--- src/rtl/obstacle_distance_filter.sv ---
// -----------------------------------------------------------------------------
// obstacle_distance_filter
//   Cleans up raw ultrasonic distance readings and turns them into drive
//   requests. Implausible readings (0 or above MAX_VALID_CM) are rejected.
//   Valid readings are smoothed by a 2^AVG_LOG2-deep moving average. The
//   average is classified by a hysteretic CLEAR/WARN/STOP/FAULT machine.
//   Too many consecutive bad readings, or no valid reading for
//   TIMEOUT_CYCLES, forces FAULT.
//
// Ports
//   clk_125mhz        : system clock
//   reset             : asynchronous active-low reset
//   distance_cm       : raw distance reading (cm)
//   measurement_ready : new-reading strobe (pulse or held level)
//   filtered_cm       : moving-average distance (cm)
//   filtered_valid    : one-cycle pulse when filtered_cm updates
//   obstacle_state    : 00 CLEAR, 01 WARN, 10 STOP, 11 FAULT
//   slow_request      : high in WARN
//   stop_request      : high in STOP or FAULT
//   sensor_fault      : high in FAULT
//
// Timing: the registered rising edge of measurement_ready marks cycle k.
// The window, sum and counters update at the end of cycle k. filtered_cm,
// filtered_valid and the classified state all appear together in cycle k+2.
// AVG_LOG2 must be at least 1.
// -----------------------------------------------------------------------------
module obstacle_distance_filter #(
  parameter int AVG_LOG2       = 2,
  parameter int MAX_VALID_CM   = 400,
  parameter int WARN_CM        = 50,
  parameter int STOP_CM        = 20,
  parameter int HYST_CM        = 5,
  parameter int MAX_INVALID    = 3,
  parameter int TIMEOUT_CYCLES = 12500000
) (
  input  logic        clk_125mhz,
  input  logic        reset,
  input  logic [15:0] distance_cm,
  input  logic        measurement_ready,
  output logic [15:0] filtered_cm,
  output logic        filtered_valid,
  output logic [1:0]  obstacle_state,
  output logic        slow_request,
  output logic        stop_request,
  output logic        sensor_fault
);

  localparam int N  = 1 << AVG_LOG2;
  localparam int SW = 16 + AVG_LOG2;
  localparam int IW = $clog2(MAX_INVALID + 1);
  localparam int TW = (TIMEOUT_CYCLES > 1) ? $clog2(TIMEOUT_CYCLES) : 1;

  localparam logic [TW-1:0] TMO_MAX     = TW'(TIMEOUT_CYCLES - 1);
  localparam logic [IW-1:0] INV_MAX     = IW'(MAX_INVALID);
  localparam logic [15:0]   MAX_V       = 16'(MAX_VALID_CM);
  localparam logic [15:0]   STOP_ENTER  = 16'(STOP_CM);
  localparam logic [15:0]   WARN_ENTER  = 16'(WARN_CM);
  localparam logic [15:0]   STOP_LEAVE  = 16'(STOP_CM + HYST_CM);
  localparam logic [15:0]   WARN_LEAVE  = 16'(WARN_CM + HYST_CM);

  typedef enum logic [1:0] {
    ST_CLEAR = 2'b00,
    ST_WARN  = 2'b01,
    ST_STOP  = 2'b10,
    ST_FAULT = 2'b11
  } state_e;

  // Registers
  logic                      rdy_q, rdy_dly_q;
  logic [N-1:0][15:0]        win_q, win_d;
  logic [SW-1:0]             sum_q, sum_d;
  logic [AVG_LOG2-1:0]       wr_ptr_q, wr_ptr_d;
  logic                      primed_q, primed_d;
  logic [IW-1:0]             inv_cnt_q, inv_cnt_d;
  logic [TW-1:0]             tmo_q, tmo_d;
  logic                      eval_q, eval_d;
  logic [15:0]               filt_q, filt_d;
  logic                      fvalid_q, fvalid_d;
  state_e                    state_q, state_d;
  logic                      slow_q, stop_q, fault_q;

  // Combinational helpers
  logic        edge_s;
  logic        in_range_s;
  logic        valid_edge_s;
  logic        invalid_edge_s;
  logic        fault_evt_s;
  logic [15:0] avg_s;

  assign edge_s         = rdy_q & ~rdy_dly_q;
  assign in_range_s     = (distance_cm != 16'd0) && (distance_cm <= MAX_V);
  assign valid_edge_s   = edge_s & in_range_s;
  assign invalid_edge_s = edge_s & ~in_range_s;
  assign avg_s          = 16'(sum_q >> AVG_LOG2);

  // Fault sources: enough consecutive rejects, or the timeout saturating
  // without a valid sample clearing it this cycle.
  assign fault_evt_s = (invalid_edge_s && (inv_cnt_d == INV_MAX)) ||
                       (!valid_edge_s && (tmo_q == TMO_MAX));

  // Window, running sum, reject counter and timeout counter next-state.
  always_comb begin
    win_d     = win_q;
    sum_d     = sum_q;
    wr_ptr_d  = wr_ptr_q;
    inv_cnt_d = inv_cnt_q;
    tmo_d     = tmo_q;
    eval_d    = 1'b0;
    if (valid_edge_s) begin
      eval_d    = 1'b1;
      inv_cnt_d = '0;
      tmo_d     = '0;
      if (!primed_q) begin
        // First sample after reset/fault fills the whole window so the
        // average is immediately meaningful.
        for (int i = 0; i < N; i++) begin
          win_d[i] = distance_cm;
        end
        sum_d    = SW'(distance_cm) << AVG_LOG2;
        wr_ptr_d = '0;
      end else begin
        win_d[wr_ptr_q] = distance_cm;
        sum_d           = sum_q - SW'(win_q[wr_ptr_q]) + SW'(distance_cm);
        wr_ptr_d        = wr_ptr_q + AVG_LOG2'(1);
      end
    end else begin
      if (invalid_edge_s && (inv_cnt_q != INV_MAX)) begin
        inv_cnt_d = inv_cnt_q + IW'(1);
      end else begin
        inv_cnt_d = inv_cnt_q;
      end
      if (tmo_q != TMO_MAX) begin
        tmo_d = tmo_q + TW'(1);
      end else begin
        tmo_d = tmo_q;
      end
    end
  end

  // Primed flag: dropped by any fault so the next valid sample re-primes.
  always_comb begin
    primed_d = primed_q;
    if (fault_evt_s) begin
      primed_d = 1'b0;
    end else if (valid_edge_s) begin
      primed_d = 1'b1;
    end else begin
      primed_d = primed_q;
    end
  end

  // Filter output stage, one cycle after the window update.
  always_comb begin
    filt_d   = filt_q;
    fvalid_d = 1'b0;
    if (eval_q) begin
      filt_d   = avg_s;
      fvalid_d = 1'b1;
    end else begin
      filt_d   = filt_q;
      fvalid_d = 1'b0;
    end
  end

  // Classification FSM; evaluates the average being published this cycle
  // so the state lands together with filtered_valid. Faults win.
  always_comb begin
    state_d = state_q;
    if (fault_evt_s) begin
      state_d = ST_FAULT;
    end else if (eval_q) begin
      case (state_q)
        ST_CLEAR: begin
          if (avg_s < STOP_ENTER)      state_d = ST_STOP;
          else if (avg_s < WARN_ENTER) state_d = ST_WARN;
          else                         state_d = ST_CLEAR;
        end
        ST_WARN: begin
          if (avg_s < STOP_ENTER)       state_d = ST_STOP;
          else if (avg_s >= WARN_LEAVE) state_d = ST_CLEAR;
          else                          state_d = ST_WARN;
        end
        ST_STOP: begin
          if (avg_s >= WARN_LEAVE)      state_d = ST_CLEAR;
          else if (avg_s >= STOP_LEAVE) state_d = ST_WARN;
          else                          state_d = ST_STOP;
        end
        ST_FAULT: begin
          if (avg_s < STOP_ENTER)      state_d = ST_STOP;
          else if (avg_s < WARN_ENTER) state_d = ST_WARN;
          else                         state_d = ST_CLEAR;
        end
        default: state_d = ST_FAULT;
      endcase
    end else begin
      state_d = state_q;
    end
  end

  // Sequential state for the whole block.
  always_ff @(posedge clk_125mhz or negedge reset) begin
    if (!reset) begin
      rdy_q     <= 1'b0;
      rdy_dly_q <= 1'b0;
      win_q     <= '0;
      sum_q     <= '0;
      wr_ptr_q  <= '0;
      primed_q  <= 1'b0;
      inv_cnt_q <= '0;
      tmo_q     <= '0;
      eval_q    <= 1'b0;
      filt_q    <= 16'd0;
      fvalid_q  <= 1'b0;
      state_q   <= ST_FAULT;
      slow_q    <= 1'b0;
      stop_q    <= 1'b1;
      fault_q   <= 1'b1;
    end else begin
      rdy_q     <= measurement_ready;
      rdy_dly_q <= rdy_q;
      win_q     <= win_d;
      sum_q     <= sum_d;
      wr_ptr_q  <= wr_ptr_d;
      primed_q  <= primed_d;
      inv_cnt_q <= inv_cnt_d;
      tmo_q     <= tmo_d;
      eval_q    <= eval_d;
      filt_q    <= filt_d;
      fvalid_q  <= fvalid_d;
      state_q   <= state_d;
      slow_q    <= (state_d == ST_WARN);
      stop_q    <= (state_d == ST_STOP) || (state_d == ST_FAULT);
      fault_q   <= (state_d == ST_FAULT);
    end
  end

  assign filtered_cm    = filt_q;
  assign filtered_valid = fvalid_q;
  assign obstacle_state = state_q;
  assign slow_request   = slow_q;
  assign stop_request   = stop_q;
  assign sensor_fault   = fault_q;

endmodule

--- config.mk ---
export PLATFORM = sky130hd
export DESIGN_NAME = obstacle_distance_filter
export DESIGN_NICKNAME = d
export VERILOG_FILES = /design/src/rtl/obstacle_distance_filter.sv
export SDC_FILE = /design/constraint.sdc
export NUM_CORES = 1
export LEC_CHECK = 0
export BUFFER_PORTS_ARGS = -buffer_cell sky130_fd_sc_hd__buf_2
export CAP_MARGIN = 20
export CORE_MARGIN = 2
export CORE_UTILIZATION = 55
export DETAILED_ROUTE_END_ITERATION = 16
export PLACE_DENSITY_LB_ADDON = 0.3
export REMOVE_ABC_BUFFERS = 1
export SLEW_MARGIN = 25
export SYNTH_ARGS = -nofsm -noshare
export SYNTH_HDL_FRONTEND = slang
export SYNTH_SLANG_ARGS = --single-unit
export TNS_END_PERCENT = 100
--- constraint.sdc ---
create_clock -name clk_125mhz -period 6.18 [get_ports clk_125mhz]
set_clock_uncertainty 0.15 [all_clocks]
set_input_delay 1.545 -clock clk_125mhz [delete_from_list [all_inputs] [get_ports clk_125mhz]]
set_output_delay 1.545 -clock clk_125mhz [all_outputs]
set_load 0.01 [all_outputs]
Yosys cells after proc, flatten, opt, wreduce, memory -nomap -nowiden

Index checks and enable logic that the tools add are counted.

Register bits: 136
Input bits: 19
Output and inout port bits: 22
Word-level logic and storage cells: 83

Add/subtract/negate cells: 5
Magnitude comparators: 7
Eq/ne operators: 10
Mux-type cells: 25
Bitwise gates (word level): 5
Reductions and logical operators: 13

Operators with widths:

| operator                                                                           | number |
|---|---|
| 64-bit bitwise mux                                                                 | 1 |
| 64-bit 2-to-1 mux                                                                  | 1 |
| 24-bit 2-to-1 mux                                                                  | 2 |
| 16-bit binary-select mux with 2-bit select                                         | 1 |
| 16-bit demux with 2-bit select                                                     | 1 |
| 16-bit 2-to-1 mux                                                                  | 2 |
| 24-bit by 1-bit adder with 24-bit output (second input constant)                   | 1 |
| 24-bit equality test (second input constant)                                       | 1 |
| 24-bit inequality test (second input constant)                                     | 1 |
| 18-bit by 16-bit adder with 18-bit output                                          | 1 |
| 18-bit 2-to-1 mux                                                                  | 1 |
| 2-bit 2-to-1 mux                                                                   | 9 |
| 18-bit by 16-bit subtractor with 18-bit output                                     | 1 |
| 16-bit by 5-bit >= comparator with 1-bit output (second input constant)            | 1 |
| 16-bit by 6-bit >= comparator with 1-bit output (second input constant)            | 1 |
| 16-bit by 9-bit less-or-equal comparator with 1-bit output (second input constant) | 1 |
| 16-bit by 5-bit < comparator with 1-bit output (second input constant)             | 1 |
| 16-bit by 6-bit < comparator with 1-bit output (second input constant)             | 1 |
| 16-bit nonzero test                                                                | 1 |
| 2-bit equality test (second input constant)                                        | 5 |
| 1-bit 2-to-1 mux                                                                   | 6 |
| 2-bit one-hot mux with 3 select lines                                              | 1 |
| 1-bit logical AND                                                                  | 5 |
| 2-bit by 1-bit adder with 2-bit output (second input constant)                     | 2 |
| 11 further kinds                                                                   | 17 |

Depth between registers and ports, before layout

Gate-level depths: netlist (run 1).

Depth in word-level cells: 13
Gate-level depth with buffers: 14
Mapped depth without buffers: 13

Least setup slack after synthesis (run 1)

No wires, ideal clock.

Path kind: register -> register
Start point: register wr_ptr_q[0]
End point: register sum_q[17]
Setup time: 0.135 ns
Arrival time: 3.944 ns
Data required time: 5.895 ns
Setup slack: 1.951 ns
Cell stages (with the launch flop): 14
Buffers on the path: 3
Clock period less this slack: 4.229 ns
Path through: dfrtp_1 clkbuf_1 buf_1 mux4_2 fa_1 inv_1 ha_1 clkbuf_1 nand4_1 a2111oi_0 nor3_1 o21ai_0 xor2_1 o31ai_1

Longest elaborated chain between the ends: 5

Ends and longest elaborated chain:

| item                                           | RTL line | source |
|---|---|---|
| start: declaration                             | 72       | `logic [AVG_LOG2-1:0] wr_ptr_q, wr_ptr_d;` |
| start signal: assignment                       | 223      | `wr_ptr_q <= wr_ptr_d;` |
| 16-bit binary-select mux with 2-bit select     | 123      | `sum_d = sum_q - SW'(win_q[wr_ptr_q]) + SW'(distance_cm);` |
| 16-bit 2-to-1 mux (not written as such)        | 123      |  |
| 18-bit by 16-bit subtractor with 18-bit output | 123      |  |
| 18-bit by 16-bit adder with 18-bit output      | 123      |  |
| 18-bit 2-to-1 mux                              | 113      | `if (!primed_q) begin` |
| end signal: assignment                         | 222      | `sum_q <= sum_d;` |
| end: declaration                               | 71       | `logic [SW-1:0] sum_q, sum_d;` |

Every way passes these cells. The select of a mux whose other input is x is not followed.
A chain may end at the register's enable or synchronous reset.

Worst setup path after layout (run 1)

Ends and elaborated chain as after synthesis.

==> run_results.csv, run 1 <==
group,metric,value,unit
power_and_ir_drop,swShare,0.2795,
global_routing,antenna_found_initial,0,
timing,rsz0062_at_grt,"no",
route,wl_met3,656,µm
timing,tns,0,ns
finish,fin_cells,934,
power_and_ir_drop,power.clock.fraction,0.422,
finish,layout_commonest_cell,"dfrtp_1",
floorplanning,io-pin-count,41,
route,via_per_inst,5.755,
cts,cts_hold_buf,0,
route,drt-met1-wl,7159,µm
route,routed_wl,16290,µm
power_and_ir_drop,peakVddDrop,203.9,µV
floorplanning,initial_core_util,0.5701,
global_routing,grt_max_degree,84,
route,vias,5375,
route,drt_pass1_iterations,6,
finish,diodes,0,
timing,fin_crit,4.241,ns
synth,synth_top_family_by_area,"simple AND/OR/NAND/NOR gates",
timing,finalSetupViolCount,0,
timing,tightest_slew,0.9116,ns
synth,synth_edf_count,0,
global_routing,globalRouteOverflowTotal,0,
timing,max_freq,235.8,MHz
timing,period_share,0.6863,
route,antenna_left,0,
timing,hold_violations,0,
global_routing,grt.total_usage,0.2501,
power_and_ir_drop,switchingPower,0.6819,mW
power_and_ir_drop,p_int,1.758,mW
place,place_hpwl,11550,µm
synth,postSynthAreaPerCell,10.22,µm²
synth,ys_seq_area_frac,0.4699,
cts,post_cts_resized,0,
cts,cts.root.buffer_cell,"clkbuf_16",
synth,synth_xor_area_frac,0.03502,
cts,numCtsBuffers,17,
floorplanning,fp-row-count,41,
synth,yosys.area_share.simple,0.1478,
floorplanning,coreArea,12720,µm²
finish,nets,814,
power_and_ir_drop,p_leak,3.925,nW
floorplanning,die_x,118.8,µm
synth,postSynthCellCount,710,
min_path,holdCritPathClass,"flip-flop to flip-flop",
synth,ys_types,56,
cts,post-cts-setup-buffers,0,
route,highest_layer,"met4",
finish,drive_gt1_frac,0.1667,
timing,maxSlewViolCount,0,
synth,ys_warn_count,0,
place,place_congestion,0.9280,
finish,layout.cells.most_common_list,"dfrtp_1 (132), inv_1 (81), nand2_1 (74)",
synth,ys_seq_elements,136,
power_and_ir_drop,power.density,295.9,nW/µm²
critical_path,crit_fanout,13,
outcome,outcome,"completed",
route,met2_length,8180,µm
cts,clk_latency,0.42,ns
timing,slew_headroom,0.3922,
synth,async_reset_ff_frac,1.000,
cts,cts_tree,"done",
synth,synthesis.area,7253,µm²
place,dp_cells,904,
global_routing,grt_pass1_wl,27680,µm
route,drcViolationCount,0,
cts,cts_sinks,136,
synth,synthAdderAreaFrac,0.09246,
critical_path,path_class,"flip-flop to flip-flop",
synth,synth-main-ff-cell,"dfrtp_1",
critical_path,start_kind,"flip-flop",
synth,synth_compound_area_frac,0.1083,
power_and_ir_drop,pwr-share-comb,0.160,
critical_path,endpoint_kind,"flip-flop",
flow_run,maxCapViolations,0,
route,wire_per_inst,17.44,µm
global_routing,grt_pass1_vias,5536,
finish,nFillCells,1034,
route,drtIter0Drc,425,
critical_path,required,6.32,ns
power_and_ir_drop,p_seq_frac,0.418,
cts,clk_path_buf_depth,2,
floorplanning,dieHeight,118.8,µm
critical_path,critPathArrivalTime,4.38,ns
place,port_buffers,40,
cts,cts.clk_slew.worst_paths,0.06,ns
synth,synth_mux_area_frac,0.09056,
floorplanning,die_area,14120,µm²
cts,htree_levels,4,
finish,area_growth,13.70,%
==> registers in the layout, summed over array words and instances (netlist names) <==
| register | cells |
|---|---|
| sum_q | 18 |
| filtered_cm | 16 |
| inv_cnt_q | 2 |
| tmo_q | 24 |
| stop_request | 1 |
| filtered_valid | 1 |
| wr_ptr_q | 2 |
| primed_q | 1 |
| win_q | 64 |
| obstacle_state | 2 |
| sensor_fault | 1 |
| rdy_dly_q | 1 |
| slow_request | 1 |
| eval_q | 1 |
| rdy_q | 1 |
==> cells by family after synthesis <==
logic type | Yosys count
AO/OA/AOI/OAI | 133
XOR/XNOR | 29
adder cells (fa/ha/maj) | 44
buffers and inverters | 108
flip-flops | 136
multiplexers | 43
AND/OR/NAND/NOR | 217
==> worst paths after layout <==
path	from	end	slack, ns	depth (start not counted)
worst max-delay path	wr_ptr_q[0]$_DFFE_PN0N_	sum_q[17]$_DFFE_PN0N_	1.94	11
worst min-delay path	rdy_q$_DFF_PN0_	rdy_dly_q$_DFF_PN0_	0.26	0
worst max register to register	wr_ptr_q[0]$_DFFE_PN0N_	sum_q[17]$_DFFE_PN0N_	1.94	11
worst min register to register	rdy_q$_DFF_PN0_	rdy_dly_q$_DFF_PN0_	0.26	0
max in group asynchronous	reset	win_q[52]$_DFFE_PN0P_	3.68	2
min in group asynchronous	reset	sum_q[3]$_DFFE_PN0N_	1.01	1
==> final cells by class <==
cell class	count	area, µm²	share of cell area
flip-flops and latches	136	3408	0.4133
multi-input cells	466	3443	0.4175
clock inverters	11	148.9	0.01805
well taps	172	215.2	0.02610
clock buffers	19	452.9	0.05492
inverters	82	307.8	0.03732
repair buffers	48	270.3	0.03277
==> critical path: stages (launching register included) <==
cell and delay (ns):
dfrtp_1 0.82, buf_4 0.33, mux4_2 0.57, fa_1 0.50, inv_1 0.05, ha_1 0.41
nand4_1 0.16, a2111oi_0 0.49, nor3_1 0.15, o21ai_0 0.25, xor2_1 0.17, o31ai_1 0.07
==> per-stage QoR <==
stage | cell area, µm² | hold WS, ns | utilization | power (mW) | setup slack, ns
finish | 8247 | 0.2602 | 0.6482 | 2.440 | 1.939
global route | 8247 | 0.2738 | 0.6482 | 2.553 | 1.484
CTS | 8247 | 0.2664 | 0.6482 | 2.451 | 1.886
detailed placement | 7645 | 0.2512 | 0.6009 | 1.414 | 1.671
global placement | 7630 | 0.2527 | 0.5997 | 1.396 | 1.650
floorplan | 7156 | 0.2177 | - | 1.287 | 1.993
==> power groups by stage <==
stage | Clock, mW | Sequential (mW) | Combinational, mW
6_report | 1.03 | 1.02 | 0.389
3_3_place_gp | 0 | 1.03 | 0.370
2_1_floorplan | 0 | 1.01 | 0.273
3_5_place_dp | 0 | 1.03 | 0.384
5_1_grt | 1.09 | 1.03 | 0.440
4_1_cts | 1.05 | 1.02 | 0.388
==> synth_stat cells, drive strengths merged, types with 3 or more instances <==
master  instances  share of area
nor4            5         0.0043
o21ai          70          0.048
a21oi          22          0.015
nand3          13         0.0090
a31oi           5         0.0043
xor2           13          0.016
nand2          74          0.038
and3            5         0.0045
fa             16          0.044
inv            82          0.042
a21o            4         0.0041
or3             8         0.0069
a211oi          3         0.0031
xnor2          16          0.019
nand4           9         0.0078
clkbuf         24          0.012
and2           29          0.025
mux2           21          0.033
mux2i           6         0.0083
o22ai           3         0.0026
mux4           16          0.050
dfstp           4          0.014
o31ai           4         0.0041
dfrtp         132           0.46
ha             28          0.048
nor3           16          0.013
o211ai          6         0.0062
nor2b           5         0.0043
nor2           41          0.021
==> metal layers <==
metal,vias to the layer above,global-route usage
met5,-,0
met4,0,0.08854
met3,25,0.04741
met2,152,0.4116
met1,2695,0.3337
li1,2503,-
Note: power is estimated with default switching activity, not from simulation.
==> inputs of run 2 (changes only) <==
--- a/config.mk
+++ b/config.mk
@@ -5,6 +5,7 @@
 export SDC_FILE = /design/constraint.sdc
 export NUM_CORES = 1
 export LEC_CHECK = 0
+export ABC_AREA = 1
 export BUFFER_PORTS_ARGS = -buffer_cell sky130_fd_sc_hd__buf_2
 export CAP_MARGIN = 20
 export CORE_MARGIN = 2
==> constraint.sdc (replaced) <==
create_clock -name clk_125mhz -period 3.48 [get_ports clk_125mhz]
set_clock_uncertainty 0.15 [all_clocks]
set_input_delay 0.87 -clock clk_125mhz [delete_from_list [all_inputs] [get_ports clk_125mhz]]
set_output_delay 0.87 -clock clk_125mhz [all_outputs]
set_load 0.01 [all_outputs]
==> run_results.csv, run 2 <==
group,metric,value,unit
timing,tns,0,ns
synth,synthTopCellsByCount,"nand2_1 (180), inv_1 (154), dfrtp_1 (132)",
critical_path,crit_fanout,23,
route,drtIter0Drc,643,
cts,cts_tree,"done",
route,antenna_left,0,
critical_path,r2r_start,"wr_ptr_q[0]$_DFFE_PN0N_",
finish,nets,1067,
timing,hold_violations,0,
synth,synth_edf_count,0,
synth,ys_top_cells_by_area,"dfrtp_1 (43%), nand2_1 (8.7%), inv_1 (7.4%)",
floorplanning,io-pin-count,41,
timing,max_freq,302.7,MHz
synth,yosysTopAreaCell,"dfrtp_1",
power_and_ir_drop,p_total,4.523,mW
critical_path,start_kind,"flip-flop",
critical_path,rr_endpoint,"sum_q[13]$_DFFE_PN0N_",
route,drcViolationCount,0,
timing,layout_setup_ws,0.1765,ns
floorplanning,dieHeight,122.8,µm
floorplanning,die_area,15070,µm²
finish,regMostFlops,"win_q",
finish,area_growth,14.30,%
synth,postSynthAreaPerCell,8.143,µm²
min_path,holdCritPathClass,"input port to async pin",
route,vias,6530,
finish,nFillCells,1173,
place,port_buffers,40,
cts,cts_hold_buf,0,
floorplanning,coreArea,13830,µm²
place,pre_cts_ws,-0.09088,ns
cts,cts.clk_slew.worst_paths,0.06,ns
power_and_ir_drop,peakVddDrop,332.0,µV
synth,ys_seq_elements,136,
floorplanning,fp-row-count,43,
synth,ys_warn_count,0,
floorplanning,die_x,122.8,µm
finish,multi_input_area,3606,µm²
global_routing,antenna_found_initial,0,
cts,clk_path_buf_depth,2,
critical_path,worst-r2r-setup-slack,0.18,ns
synth,ys_types,43,
global_routing,grt.total_usage,0.2724,
cts,numCtsBuffers,17,
cts,clk_latency,0.43,ns
route,via_per_inst,5.460,
outcome,outcome,"completed",
flow_run,maxCapViolations,0,
synth,async_reset_ff_frac,1.000,
critical_path,required,3.63,ns
timing,fin_crit,3.304,ns
finish,layout_commonest_cell,"nand2_1",
synth,synth-main-ff-cell,"dfrtp_1",
synth,postSynthCellCount,953,
power_and_ir_drop,power.density,510.0,nW/µm²
timing,finalSetupViolCount,0,
cts,cts.root.buffer_cell,"clkbuf_16",
floorplanning,initial_core_util,0.5612,
synth,ys_seq_area_frac,0.4392,
route,drt_pass1_iterations,6,
synth,synth_top_area_frac,0.4257,
critical_path,endpoint_kind,"flip-flop",
critical_path,path_class,"flip-flop to flip-flop",
timing,tightest_slew,0.9652,ns
route,routed_wl,18790,µm
place,place_hpwl,12930,µm
synth,synth.most_common_cell,"nand2_1",
finish,seq_area,3408,µm²
finish,layout.cells.most_common_list,"nand2_1 (180), inv_1 (154), dfrtp_1 (132)",
timing,slew_headroom,0.3565,
cts,post-cts-setup-buffers,0,
global_routing,globalRouteOverflowTotal,0,
power_and_ir_drop,p_leak,4.652,nW
critical_path,ff2ff_path_depth,14,
finish,largest_register_ffs,64,
cts,htree_levels,4,
finish,drive_gt1_frac,0.1545,
global_routing,grt_pass1_wl,31810,µm
critical_path,critPathArrivalTime,3.46,ns
synth,synthesis.area,7760,µm²
cts,post_cts_resized,0,
place,place_congestion,0.9698,
cts,cts_sinks,136,
finish,diodes,0,
timing,maxSlewViolCount,0,
global_routing,grt_pass1_vias,6562,
finish,biggestRegsByFlops,"win_q (64), tmo_q (24), sum_q (18)",
route,wire_per_inst,15.71,µm
timing,period_share,0.9493,
global_routing,grt_max_degree,57,
run 2: worst max path at each step:
stage,cells past startpoint,endpoint,from
3_5_place_dp,14,sum_q[17]$_DFFE_PN0N_,distance_cm[7]
2_1_floorplan,16,sum_q[11]$_DFFE_PN0N_,wr_ptr_q[0]$_DFFE_PN0N_
6_report,14,sum_q[13]$_DFFE_PN0N_,wr_ptr_q[0]$_DFFE_PN0N_
4_1_cts,16,sum_q[17]$_DFFE_PN0N_,wr_ptr_q[0]$_DFFE_PN0N_
5_1_grt,16,sum_q[15]$_DFFE_PN0N_,wr_ptr_q[0]$_DFFE_PN0N_
3_3_place_gp,14,sum_q[17]$_DFFE_PN0N_,distance_cm[7]
run 2: final cells by class:
type                            instances  share of cell area
Clock buffer                           19             0.05106
Multi-Input combinational cell        623              0.4065
Clock inverter                         12             0.01848
Tap cell                              180             0.02539
Sequential cell                       136              0.3843
Timing Repair Buffer                   64             0.04542
Inverter                              162             0.06884
run 2: critical path, cell delays in order (launching register included):
cell and delay [ns]:
dfrtp_1 0.40, inv_1 0.11, buf_6 0.18, o21ai_0 0.21
o22ai_2 0.13, fa_1 0.50, inv_1 0.04, ha_1 0.35
nand2_1 0.18, inv_1 0.06, a21oi_1 0.24, a21boi_1 0.28
a21oi_1 0.10, o21ai_0 0.15, o21ai_0 0.10
run 2: metal layers:
layer / track usage / vias up / wire length [µm]
met5: 0 / - / 0
met4: 0.09770 / 0 / 454
met3: 0.04833 / 36 / 1073
met2: 0.4530 / 222 / 9081
met1: 0.3582 / 3097 / 8179
li1: - / 3175 / -
run 2: cell families after synthesis:
logic type / count (synthesis) / share of synthesized area
flops: 136 / 0.4392
compound gates: 201 / 0.1519
buf+inv: 194 / 0.1017
xor+xnor: 14 / 0.01580
fa+ha+maj: 44 / 0.08642
simple gates: 364 / 0.2049
run 2: metrics by stage:
| step | util | std cells | area, µm² | hold WS [ns] |
|---|---|---|---|---|
| finish | 0.6415 | 1196 | 8870 | 0.2609 |
| global route | 0.6415 | 1196 | 8870 | 0.2669 |
| CTS | 0.6380 | 1196 | 8822 | 0.2600 |
| detailed placement | 0.5934 | 1165 | 8205 | 0.2450 |
| global placement | 0.5934 | 1165 | 8205 | 0.2158 |
| floorplan | - | 921 | 7581 | 0.2037 |
run 2: power by group:
part | internal, mW | switching (mW) | total, mW
clock network | 1.17 | 0.725 | 1.90
registers | 1.69 | 0.0763 | 1.77
logic | 0.309 | 0.552 | 0.861
total | 3.17 | 1.35 | 4.52
